$ cat src/rtl/fetch_controller_pkg.sv
`default_nettype none
// ============================================================================
// fetch_controller_pkg : shared fetch types (state encodings, fetch entry)
// Revision: 1.0
// ============================================================================
package fetch_controller_pkg;

  localparam int INSTR_W = 32;
  localparam int PC_W    = 32;

  typedef enum logic [1:0] {
    FETCH_WAIT = 2'd0,
    FETCH_RUN  = 2'd1,
    FETCH_HALT = 2'd2
  } fetch_state_e;

  typedef struct packed {
    logic [INSTR_W-1:0] instr;
    logic [PC_W-1:0]    pc;
  } fetch_entry_t;

endpackage
`default_nettype wire

$ cat src/rtl/fetch_fifo.sv
`default_nettype none
// ============================================================================
// fetch_fifo : DEPTH-entry buffer of fetched {instr, pc} with push/pop/flush
// Revision: 1.0
// ============================================================================
module fetch_fifo
  import fetch_controller_pkg::*;
#(
  parameter int DEPTH = 4
) (
  input  logic                       clk,
  input  logic                       rstn,
  input  logic                       push,
  input  fetch_entry_t               push_data,
  input  logic                       pop,
  input  logic                       flush,
  output fetch_entry_t               head,
  output logic [$clog2(DEPTH+1)-1:0] count,
  output logic                       empty
);

  localparam int PTR_W = (DEPTH > 1) ? $clog2(DEPTH) : 1;
  localparam int CNT_W = $clog2(DEPTH+1);

  fetch_entry_t     r_mem [DEPTH];
  logic [PTR_W-1:0] r_wr_ptr;
  logic [PTR_W-1:0] r_rd_ptr;
  logic [CNT_W-1:0] r_count;
  logic             w_full;
  logic             w_do_push;
  logic             w_do_pop;

  assign w_full    = (r_count == CNT_W'(DEPTH));
  assign empty     = (r_count == '0);
  assign w_do_push = push && !w_full;
  assign w_do_pop  = pop && !empty;
  assign head      = r_mem[r_rd_ptr];
  assign count     = r_count;

  // Pointers wrap naturally because DEPTH is a power of two.
  always_ff @(posedge clk or negedge rstn) begin
    if (!rstn) begin
      for (int i = 0; i < DEPTH; i++) r_mem[i] <= '0;
      r_wr_ptr <= '0;
      r_rd_ptr <= '0;
      r_count  <= '0;
    end else if (flush) begin
      r_wr_ptr <= '0;
      r_rd_ptr <= '0;
      r_count  <= '0;
    end else begin
      if (w_do_push) begin
        r_mem[r_wr_ptr] <= push_data;
        r_wr_ptr        <= r_wr_ptr + PTR_W'(1);
      end
      if (w_do_pop) r_rd_ptr <= r_rd_ptr + PTR_W'(1);
      if (w_do_push && !w_do_pop)      r_count <= r_count + CNT_W'(1);
      else if (w_do_pop && !w_do_push) r_count <= r_count - CNT_W'(1);
    end
  end

endmodule
`default_nettype wire

$ cat src/rtl/fetch_controller.sv
`default_nettype none
// ============================================================================
// fetch_controller : drives instruction memory PC, buffers words toward decode
// Revision: 1.0
// ============================================================================
module fetch_controller
  import fetch_controller_pkg::*;
#(
  parameter logic [31:0] RESET_PC  = 32'h0,
  parameter int          MEM_BYTES = 1024,
  parameter int          DEPTH     = 4
) (
  input  logic               clk,
  input  logic               rstn,
  output logic [PC_W-1:0]    mem_pc,
  input  logic [INSTR_W-1:0] mem_instr,
  input  logic               mem_stop,
  input  logic               redirect_valid,
  input  logic [PC_W-1:0]    redirect_pc,
  output logic               out_valid,
  input  logic               out_ready,
  output logic [INSTR_W-1:0] out_instr,
  output logic [PC_W-1:0]    out_pc,
  output logic               halted
);

  localparam int                CNT_W       = $clog2(DEPTH+1);
  localparam logic [CNT_W:0]    c_depth     = (CNT_W+1)'(DEPTH);
  localparam logic [PC_W-1:0]   c_mem_bytes = PC_W'(MEM_BYTES);

  fetch_state_e     r_state;
  logic [PC_W-1:0]  r_mem_pc;
  logic [PC_W-1:0]  r_req_pc;
  logic             r_inflight;
  logic             r_halted;

  logic [CNT_W-1:0] w_count;
  logic             w_empty;
  fetch_entry_t     w_head;
  fetch_entry_t     w_push_data;
  logic             w_in_bound;
  logic             w_credit_ok;
  logic             w_issue;
  logic             w_push;
  logic             w_pop;

  // Credit counts the word in flight so a response always has a free slot.
  assign w_in_bound  = (r_mem_pc < c_mem_bytes);
  assign w_credit_ok = (({1'b0, w_count} + {{CNT_W{1'b0}}, r_inflight}) < c_depth);
  assign w_issue     = (r_state == FETCH_RUN) && w_credit_ok && w_in_bound && !redirect_valid;
  assign w_push      = r_inflight && (r_state == FETCH_RUN) && !mem_stop && !redirect_valid;
  assign w_pop       = out_valid && out_ready;
  assign w_push_data = '{instr: mem_instr, pc: r_req_pc};

  assign mem_pc    = r_mem_pc;
  assign halted    = r_halted;
  assign out_valid = !w_empty;
  assign out_instr = w_head.instr;
  assign out_pc    = w_head.pc;

  always_ff @(posedge clk or negedge rstn) begin
    if (!rstn) begin
      r_state    <= FETCH_WAIT;
      r_mem_pc   <= RESET_PC;
      r_req_pc   <= '0;
      r_inflight <= 1'b0;
      r_halted   <= 1'b0;
    end else if (redirect_valid) begin
      r_state    <= FETCH_RUN;
      r_mem_pc   <= {redirect_pc[PC_W-1:2], 2'b00};
      r_inflight <= 1'b0;
      r_halted   <= 1'b0;
    end else begin
      r_inflight <= w_issue;
      if (w_issue) begin
        r_req_pc <= r_mem_pc;
        r_mem_pc <= r_mem_pc + PC_W'(4);
      end
      case (r_state)
        FETCH_WAIT: r_state <= FETCH_RUN;
        FETCH_RUN: begin
          if ((r_inflight && mem_stop) || (!r_inflight && !w_in_bound)) begin
            r_state  <= FETCH_HALT;
            r_halted <= 1'b1;
          end
        end
        default: ;
      endcase
    end
  end

  fetch_fifo #(
    .DEPTH (DEPTH)
  ) u_fifo (
    .clk       (clk),
    .rstn      (rstn),
    .push      (w_push),
    .push_data (w_push_data),
    .pop       (w_pop),
    .flush     (redirect_valid),
    .head      (w_head),
    .count     (w_count),
    .empty     (w_empty)
  );

endmodule
`default_nettype wire

$ cat config.mk
export PLATFORM = sky130hd
export DESIGN_NAME = fetch_controller
export DESIGN_NICKNAME = d
export VERILOG_FILES = /design/src/rtl/fetch_controller_pkg.sv /design/src/rtl/fetch_fifo.sv /design/src/rtl/fetch_controller.sv
export SDC_FILE = /design/constraint.sdc
export NUM_CORES = 1
export LEC_CHECK = 0
export CAP_MARGIN = 0
export CORE_ASPECT_RATIO = 1.1
export CORE_MARGIN = 2
export CORE_UTILIZATION = 45
export CTS_BUF_LIST = sky130_fd_sc_hd__clkbuf_4
export DETAILED_ROUTE_END_ITERATION = 10
export GPL_TIMING_DRIVEN = 0
export PLACE_DENSITY = 0.64
export SETUP_SLACK_MARGIN = 0.05
export SYNTH_ARGS = -nofsm -noshare
export SYNTH_HDL_FRONTEND = slang
export SYNTH_HIERARCHICAL = 1
export SYNTH_SLANG_ARGS = --single-unit
$ cat constraint.sdc
create_clock -name clk -period 8 [get_ports clk]
set_clock_uncertainty 0.15 [all_clocks]
set_input_delay 0.8 -clock clk [delete_from_list [all_inputs] [get_ports clk]]
set_output_delay 0.8 -clock clk [all_outputs]
set_load 0.01 [all_outputs]
Yosys cells after proc, flatten, opt, wreduce, memory -nomap -nowiden
Cells that the tools add are included.
{ "totals": {"elab_cells": 91, "register_bits": 331, "output_inout_bits": 98, "inputBits": 69} }
{ "op_classes": {"reduce_logical": 36, "n_mux": 22, "n_eq_ne": 3, "bitwise_logic": 3, "order_cmp": 5, "add_sub_neg": 6} }
{ "ops": {"columns": ["operator", "count"], "rows": [
  ["256-bit bitwise mux", 1],
  ["64-bit two-way mux", 3],
  ["64-bit binary-select mux with 2-bit select", 1],
  ["64-bit demux with 2-bit select", 1],
  ["32-bit two-way mux", 2],
  ["32-bit by 3-bit adder with 32-bit output (second input constant)", 1],
  ["32-bit by 11-bit < comparator with 1-bit output (second input constant)", 1],
  ["1-bit logical AND", 14],
  ["2-bit two-way mux", 6],
  ["2-bit nonzero test", 5],
  ["3-bit two-way mux", 3],
  ["1-bit zero test", 8],
  ["2-bit AND reduction", 4],
  ["3-bit greater-or-equal comparator (second input constant)", 2],
  ["2-bit NOT with 3-bit output", 2],
  ["3-bit nonzero test", 2],
  ["2-bit by 1-bit adder with 2-bit output (second input constant)", 2],
  ["3-bit by 1-bit adder with 4-bit output", 1],
  ["4-bit by 3-bit < comparator with 1-bit output (second input constant)", 1],
  ["1-bit two-way mux", 4],
  ["2-bit case mux with 2 select lines", 1],
  ["3-bit by 1-bit adder with 3-bit output (second input constant)", 1],
  ["3-bit == test (second input constant)", 1],
  ["3-bit zero test", 1],
  ["7 further kinds", 7]
]} }

Longest topological paths before layout
Gate-level depths: netlist (run 1).
{ "logic_depth": {"ltp_word": 10, "ltp_mapped": 10} }

Cells and area by module
Netlist (run 1), hierarchy kept.
{ "by_module_without_submodules": {"columns": ["mod", "cells_per_inst", "seq_area_each_um2", "area_each_um2", "instances"], "rows": [
  ["fetch_fifo", 680, 6581.3, 11972.7, 1],
  ["fetch_controller", 211, 1601.5, 2666.3, 1]
]} }

Worst setup path after synthesis (run 1)
OpenSTA, ideal clock, no wires.
{ "synth_path": {"path_kind": "input-to-reg", "startpoint": "input redirect_valid", "endpoint": "register u_fifo.r_count[2] (netlist: u_fifo/count[2])", "path_stages": 9, "setup_ns": 0.066, "required_time_ns": 7.784, "n_path_buf": 3, "path_slack_ns": 4.998, "arrival_ns": 2.786, "cell_sequence": "clkbuf_1 buf_1 nor3b_1 buf_2 and3_1 fa_1 a21bo_2 a311oi_1 o311a_1"} }
{ "synth_via": {"elab_chain_len": 6} }
{ "synth_rtl": {"columns": ["item", "line_no", "rtl"], "rows": [
  ["start: declaration", "fetch_controller.sv:18", "input logic redirect_valid,"],
  ["1-bit zero test *", "fetch_controller.sv:51", "assign w_push = r_inflight && (r_state == FETCH_RUN) && !mem_stop && !redirect_valid;"],
  ["1-bit logical AND *", "fetch_controller.sv:51", null],
  ["net w_push", "fetch_controller.sv:44", "logic w_push;"],
  ["1-bit logical AND *", "fetch_fifo.sv:35", "assign w_do_push = push && !w_full;"],
  ["1-bit logical AND / 1-bit zero test (equally long branches)", "fetch_fifo.sv:57, fetch_fifo.sv:58", null],
  ["3-bit two-way mux / 1-bit logical AND (equally long branches)", "fetch_fifo.sv:57, fetch_fifo.sv:58", null],
  ["3-bit two-way mux / 3-bit nonzero test (equally long branches)", null, null],
  ["end signal: assignment", "fetch_fifo.sv:57", "if (w_do_push && !w_do_pop) r_count <= r_count + CNT_W'(1);"],
  ["end signal: assignment", "fetch_fifo.sv:58", "else if (w_do_pop && !w_do_push) r_count <= r_count - CNT_W'(1);"],
  ["end: declaration", "fetch_fifo.sv:28", "logic [CNT_W-1:0] r_count;"]
]} }
Mark *: on every way through the listed nets, which the timed path passes. The rest lies on a longest branch.
A chain may end at the register's enable or synchronous reset.

Worst setup path in the final report (run 1)
{ "layout_path": {"startpoint": "register u_fifo.r_rd_ptr[1]", "endpoint": "output out_pc[2]"} }
{ "layout_via": {"elab_chain_len": 4} }
{ "layout_rtl": {"columns": ["item", "line_no", "rtl"], "rows": [
  ["start: declaration", "fetch_fifo.sv:27", "logic [PTR_W-1:0] r_rd_ptr;"],
  ["start signal: assignment", "fetch_fifo.sv:56", "if (w_do_pop) r_rd_ptr <= r_rd_ptr + PTR_W'(1);"],
  ["2-bit NOT with 3-bit output (not written as such)", "fetch_fifo.sv:37", "assign head = r_mem[r_rd_ptr];"],
  ["64-bit binary-select mux with 2-bit select", "fetch_fifo.sv:37", null],
  ["64-bit two-way mux (not written as such) (2 in series)", "fetch_fifo.sv:37", null],
  ["end: declaration", "fetch_controller.sv:23", "output logic [PC_W-1:0] out_pc,"]
]} }
Every way passes these cells. The select of a mux whose other input is x is not followed.

==> results of run 1 <==
## Yosys cell counts, types with 5 or more instances
library cell,n,area [um2]
clkbuf_1,10,37.5
mux2_1,11,124
ha_1,5,62.6
mux2_2,216,2430
o21ai_0,6,30.0
buf_1,8,30.0
nor2b_1,28,175
o31ai_1,5,37.5
mux2_4,60,901
dfrtp_1,327,8180
nor4_2,6,75.1
inv_1,14,52.6
buf_12,6,120
mux4_2,64,1440
nand3_1,11,55.1
nor2_1,14,52.6
buf_2,10,50.1
nand2_1,7,26.3
buf_6,20,225
## final timing paths
kind                                                 from                       endpoint  slack [ns]  cells after the start
setup / recovery           u_fifo/r_rd_ptr[1]$_DFFE_PN0P_                      out_pc[2]        3.79                      4
hold / removal              u_fifo/r_mem[104]$_DFFE_PN0P_  u_fifo/r_mem[104]$_DFFE_PN0P_        0.35                      1
setup reg to reg              u_fifo/count[0]$_DFFE_PN0P_    u_fifo/count[2]$_DFFE_PN0P_        4.97                     10
hold reg to reg             u_fifo/r_mem[104]$_DFFE_PN0P_  u_fifo/r_mem[104]$_DFFE_PN0P_        0.35                      1
max in group asynchronous                            rstn  u_fifo/r_mem[162]$_DFFE_PN0P_        6.08                      3
min in group asynchronous                            rstn  u_fifo/r_mem[244]$_DFFE_PN0P_        0.54                      2
## critical path, stage by stage, from the launching register on
cell	delay [ns]
dfrtp_1	0.34
clkbuf_1	0.60
buf_1	0.63
mux4_2	0.47
clkdlybuf4s50_1	0.51
## timing repair
action | in CTS | in global routing
endpoints found under the setup margin | 0 | 0
hold buffers | 1 | 0
hold endpoints to repair | 84 | 0
## state kept, by name, summed over array words and instances, names as in the netlist
name	cells
u_fifo/r_mem	256
mem_pc	30
r_req_pc	30
u_fifo/count	3
r_state	2
u_fifo/r_rd_ptr	2
u_fifo/r_wr_ptr	2
halted	1
r_inflight	1
## layout make-up
cell class	instances	area share
sequential	327	0.453
antenna	7	0.000969
clock buffer	133	0.0552
clock inverter	27	0.00893
inverter	14	0.00291
timing repair buffer	165	0.0936
tap	426	0.0295
buffer	58	0.0273
multi-input combinational	501	0.329
## power by group
part / total [mW] / internal (mW) / switching (mW)
Combinational: 0.161 / 0.0825 / 0.0784
Sequential: 1.69 / 1.67 / 0.0194
Clock: 1.51 / 0.823 / 0.688
## through the flow
step	setup WS (ns)	setup TNS (ns)	instance area, um2	std cells	hold slack, ns
2_1_floorplan	5.00	0	14700	900	0.309
3_3_place_gp	-8.67	-2825.78	16800	1488	0.321
3_5_place_dp	3.92	0	16900	1490	0.326
4_1_cts	3.70	0	18100	1651	0.340
5_1_grt	3.59	0	18100	1656	0.357
6_report	3.79	0	18100	1658	0.347
## metal layers
layer	up-vias	routed length, um	GRT usage
li1	3892	-	-
met1	4458	13500	0.243
met2	218	14600	0.298
met3	58	2230	0.0671
met4	2	585	0.0664
met5	-	13	0
## kinds of logic (layout without fill, tap and decap cells)
logic type,count (synthesis),count (layout),synth area share
mux,353,353,0.336
flops,327,327,0.559
simple gates,93,93,0.0422
buf+inv,72,397,0.0373
compound gates,37,37,0.0185
fa+ha+maj,6,6,0.00564
xor+xnor,2,2,0.00120
other cells,1,17,0.000256
==> impl_metrics.toml, run 1 <==
[worst_setup_path]
worst_setup_path_start_kind = "flop"
cp_max_fo = 10
worst_setup_path_end_kind = "primary output"
worst_ep_arrival_time_ns = 3.26
critPathKind = "flop to primary output"
cp.required_ns = 7.05

[clock_tree]
clk_pin_slew_ns = 0.06
root_buffer = "clkbuf_4"
cts_buffers = 90
cts_resized = 0
clock-sinks = 327
post_cts_buffers = 0
clk_latency_ns = 0.73
clk_path_buf_depth = 3
h-tree-depth = 3
cts_tree = "built"

[sta]
worst_slew_pin_slew_ns = 1.08
min_period_ns = 4.21
setup_violations = 0
slew_viol_final = 0
max_freq_mhz = 237
rsz0062_at_grt = "no"
fin_crit_sh = 0.527
finalHoldViolations = 0
slew_headroom = 0.282

[die]
core_area_um2 = 32200
placementRows = 69
die_w_um = 176
dieArea_um2 = 34000
io_pins = 167
die_h_um = 193
start_util = 0.455

[synth]
avgSynthCellArea_um2 = 16.4
ys_async_sr_fraction = 1.00
synth_edf_count = 0
synth_seq_cells = 327
netlist_area_um2 = 14600
synth.distinct_cells = 50
postSynth.topFlopCell = "dfrtp_1"
syn_inst = 891
synth.yosys.seq_area_share = 0.559
yosysWarnings = 6

[detailed_routing]
wl_um = 30900
drc = 0
vias = 8628
routedWlPerCell_um = 18.6
dr.pass1.iters = 4
drtIter0Drc = 297
viasPerCell = 5.20
antenna_left = 0

[outcome]
status = "completed"

[layout]
layout_commonest_cell = "dfrtp_1"
multi_input_area_um2 = 5940
area_growth_pct = 23.5
fillers = 2640
layout_common_cells = "327 x dfrtp_1, 216 x mux2_2, 161 x clkdlybuf4s50_1"
register_area_um2 = 8180
drive_gt1_frac = 0.438
nets = 1232
fin_util = 0.561

[placement]
place_congestion = 0.772
post-dp-hpwl_um = 19300
portBuffers = 162

[flow_run]
cap_violations = 0

[power_and_ir_drop]
p_leak_nw = 8.74
fin_total_pwr_mw = 3.36
vdd_drop_max_mv = 0.102
power_density_nw_per_um2 = 186

[global_routing]
overflow = 0
grt_usage = 0.189
antenna_found_initial = 5
grt_start_max_net_pins = 123
grt_pass1_vias = 9413
grt_first_pass_wirelength_um = 50000

[worst_hold_path]
hp-class = "flop to flop"
Power figures use the tool's default switching activity.
==> run 2, diff against run 1 <==
--- a/config.mk
+++ b/config.mk
@@ -12,7 +12,7 @@
 export CTS_BUF_LIST = sky130_fd_sc_hd__clkbuf_4
 export DETAILED_ROUTE_END_ITERATION = 10
 export GPL_TIMING_DRIVEN = 0
-export PLACE_DENSITY = 0.64
+export PLACE_DENSITY = 0.67
 export SETUP_SLACK_MARGIN = 0.05
 export SYNTH_ARGS = -nofsm -noshare
 export SYNTH_HDL_FRONTEND = slang
==> constraint.sdc (replaced) <==
create_clock -name clk -period 3.66 [get_ports clk]
set_clock_uncertainty 0.15 [all_clocks]
set_input_delay 0.366 -clock clk [delete_from_list [all_inputs] [get_ports clk]]
set_output_delay 0.366 -clock clk [all_outputs]
set_load 0.01 [all_outputs]
==> impl_metrics.toml, run 2 (same netlist as run 1, synthesis figures left out) <==
[worst_hold_path]
holdCritStartpoint = "redirect_pc[2]"
min_path_cells = 3
hp-class = "input port to flop"
worstHoldEndpoint = "mem_pc[2]$_DFFE_PN0P_"

[clock_tree]
clk_latency_ns = 0.73
post_cts_buffers = 0
h-tree-depth = 3
clk_path_buf_depth = 3
clk_pin_slew_ns = 0.06
root_buffer = "clkbuf_4"
cts_tree = "built"
cts_buffers = 89
clock-sinks = 327

[layout]
drive_gt1_frac = 0.447
area_growth_pct = 23.4
fin_util = 0.561
nets = 1231
layout_commonest_cell = "dfrtp_1"
stdcell_area_um2 = 18100
fin_cells = 1650
layout_common_cells = "327 x dfrtp_1, 216 x mux2_2, 161 x clkdlybuf4s50_1"
fillers = 2561
largest_reg_flops = 256
top_register = "u_fifo/r_mem"

[power_and_ir_drop]
vdd_drop_max_mv = 0.222
power_density_nw_per_um2 = 404
fin_total_pwr_mw = 7.31
p_leak_nw = 8.74

[worst_setup_path]
max_stage_delay_ns = 0.54
cp_max_fo = 10
cp.required_ns = 3.14
r2r_slack_ns = 0.59
cp_slowest_cell = "buf_1"
worst_ep_arrival_time_ns = 2.90
critPathTopFamily = "buffers and inverters"
r2r_start = "u_fifo/count[0]$_DFFE_PN0P_"
path_buf_inv = 3
worst_setup_path_end_kind = "primary output"
critPathKind = "flop to primary output"
crit_chain = "clkbuf_2 -> buf_1 -> mux4_2 -> clkdlybuf4s50_1"
rr_worst_depth = 10
worst_setup_path_start_kind = "flop"
rr_endpoint = "u_fifo/count[2]$_DFFE_PN0P_"

[global_routing]
overflow = 0
top_usage_layer = "met2"
met2_usage = 0.308
grt_start_max_net_pins = 118
gr-usage-met3 = 0.0622
grtUsageMet1 = 0.246
grt_pass1_vias = 9496
grt_first_pass_wirelength_um = 50400
grt_usage = 0.191
antenna_found_initial = 4

[detailed_routing]
drtIter0Drc = 306
wl_um = 30900
dr.pass1.iters = 4
drc = 0
vias = 8507
routedWlPerCell_um = 18.7
viasPerCell = 5.16
antenna_left = 0

[die]
die_w_um = 176
die_h_um = 193
placementRows = 69
start_util = 0.455
io_pins = 167
dieArea_um2 = 34000
core_area_um2 = 32200

[flow_run]
cap_violations = 0

[placement]
place_inst = 1490
placedInstanceArea_um2 = 16900
place_congestion = 0.778
portBuffers = 162
post-dp-hpwl_um = 19600

[sta]
hold_ws_ns = 0.0881
fin_crit_sh = 0.934
min_period_ns = 3.42
worst_slew_pin_slew_ns = 0.765
rsz0062_at_grt = "yes"
slew_headroom = 0.490
slew_viol_final = 0
setup_violations = 0
max_freq_mhz = 292
finalHoldViolations = 0

[outcome]
status = "completed"
-- run 2: changes by cell type in the layout (fill, tap and decap cells not counted), sizes merged --
cell           previous run  this run
clkinvlp                  1         3
buf                      51        45
clkdlybuf4s15             0         1
bufinv                    2         1
diode                     7         3
inv                      15        16
clkbuf                  143       152
clkinv                   23        13
-- run 2: timing repair --
action                                 4_1_cts  5_1_grt
hold buffers                                 1        0
setup endpoints to repair                   50       48
endpoints found under the hold margin       94        0
gates resized for setup                      4        8
-- run 2: per-stage QoR --
step	TNS (ns)	setup slack [ns]
floorplan	0	0.991
global placement	-4055.15	-12.43
detailed placement	-0.0412	-0.0412
CTS	0	0.0623
global route	0	0.0332
finish	0	0.240
-- run 2: routing by layer --
metal	up-vias	wire length [um]	share of wire
met5	-	20	0.00065
met4	4	417	0.014
met3	38	2070	0.067
met2	212	14600	0.47
met1	4379	13800	0.45
li1	3874	-	-
-- run 2: worst max-delay path by stage --
stage,start,endpoint,slack [ns],cells after the start
floorplan,u_fifo/count[1]$_DFFE_PN0P_,u_fifo/count[2]$_DFFE_PN0P_,0.99,10
global placement,rstn,u_fifo/r_mem[175]$_DFFE_PN0P_,-12.43,1
detailed placement,redirect_valid,u_fifo/count[2]$_DFFE_PN0P_,-0.04,10
CTS,u_fifo/r_rd_ptr[0]$_DFFE_PN0P_,out_pc[21],0.06,4
global route,u_fifo/r_rd_ptr[0]$_DFFE_PN0P_,out_pc[17],0.03,4
finish,u_fifo/r_rd_ptr[1]$_DFFE_PN0P_,out_instr[28],0.24,4
-- run 2: area by class of cell --
| cell class | count | area [um2] | area share |
|---|---|---|---|
| Inverter | 14 | 52.6 | 0.00291 |
| Tap cell | 426 | 533 | 0.0295 |
| Sequential cell | 327 | 8180 | 0.453 |
| Multi-Input combinational cell | 501 | 5940 | 0.329 |
| Buffer | 58 | 515 | 0.0285 |
| Clock buffer | 137 | 1030 | 0.0569 |
| Antenna cell | 3 | 7.51 | 0.000415 |
| Clock inverter | 19 | 115 | 0.00637 |
| Timing Repair Buffer | 165 | 1690 | 0.0936 |
-- run 2: power by group --
| group | leakage [nW] | switching, mW | internal [mW] | total [mW] |
|---|---|---|---|---|
| sequential | 4.49 | 0.0437 | 3.65 | 3.70 |
| clock | 0.679 | 1.49 | 1.77 | 3.26 |
| combinational | 3.57 | 0.171 | 0.180 | 0.351 |
| total | 8.74 | 1.70 | 5.60 | 7.31 |
-- run 2: worst min-delay path: stages --
cell and delay, ns:
clkdlybuf4s50_1 0.41, nor2_1 0.09, a31oi_1 0.04
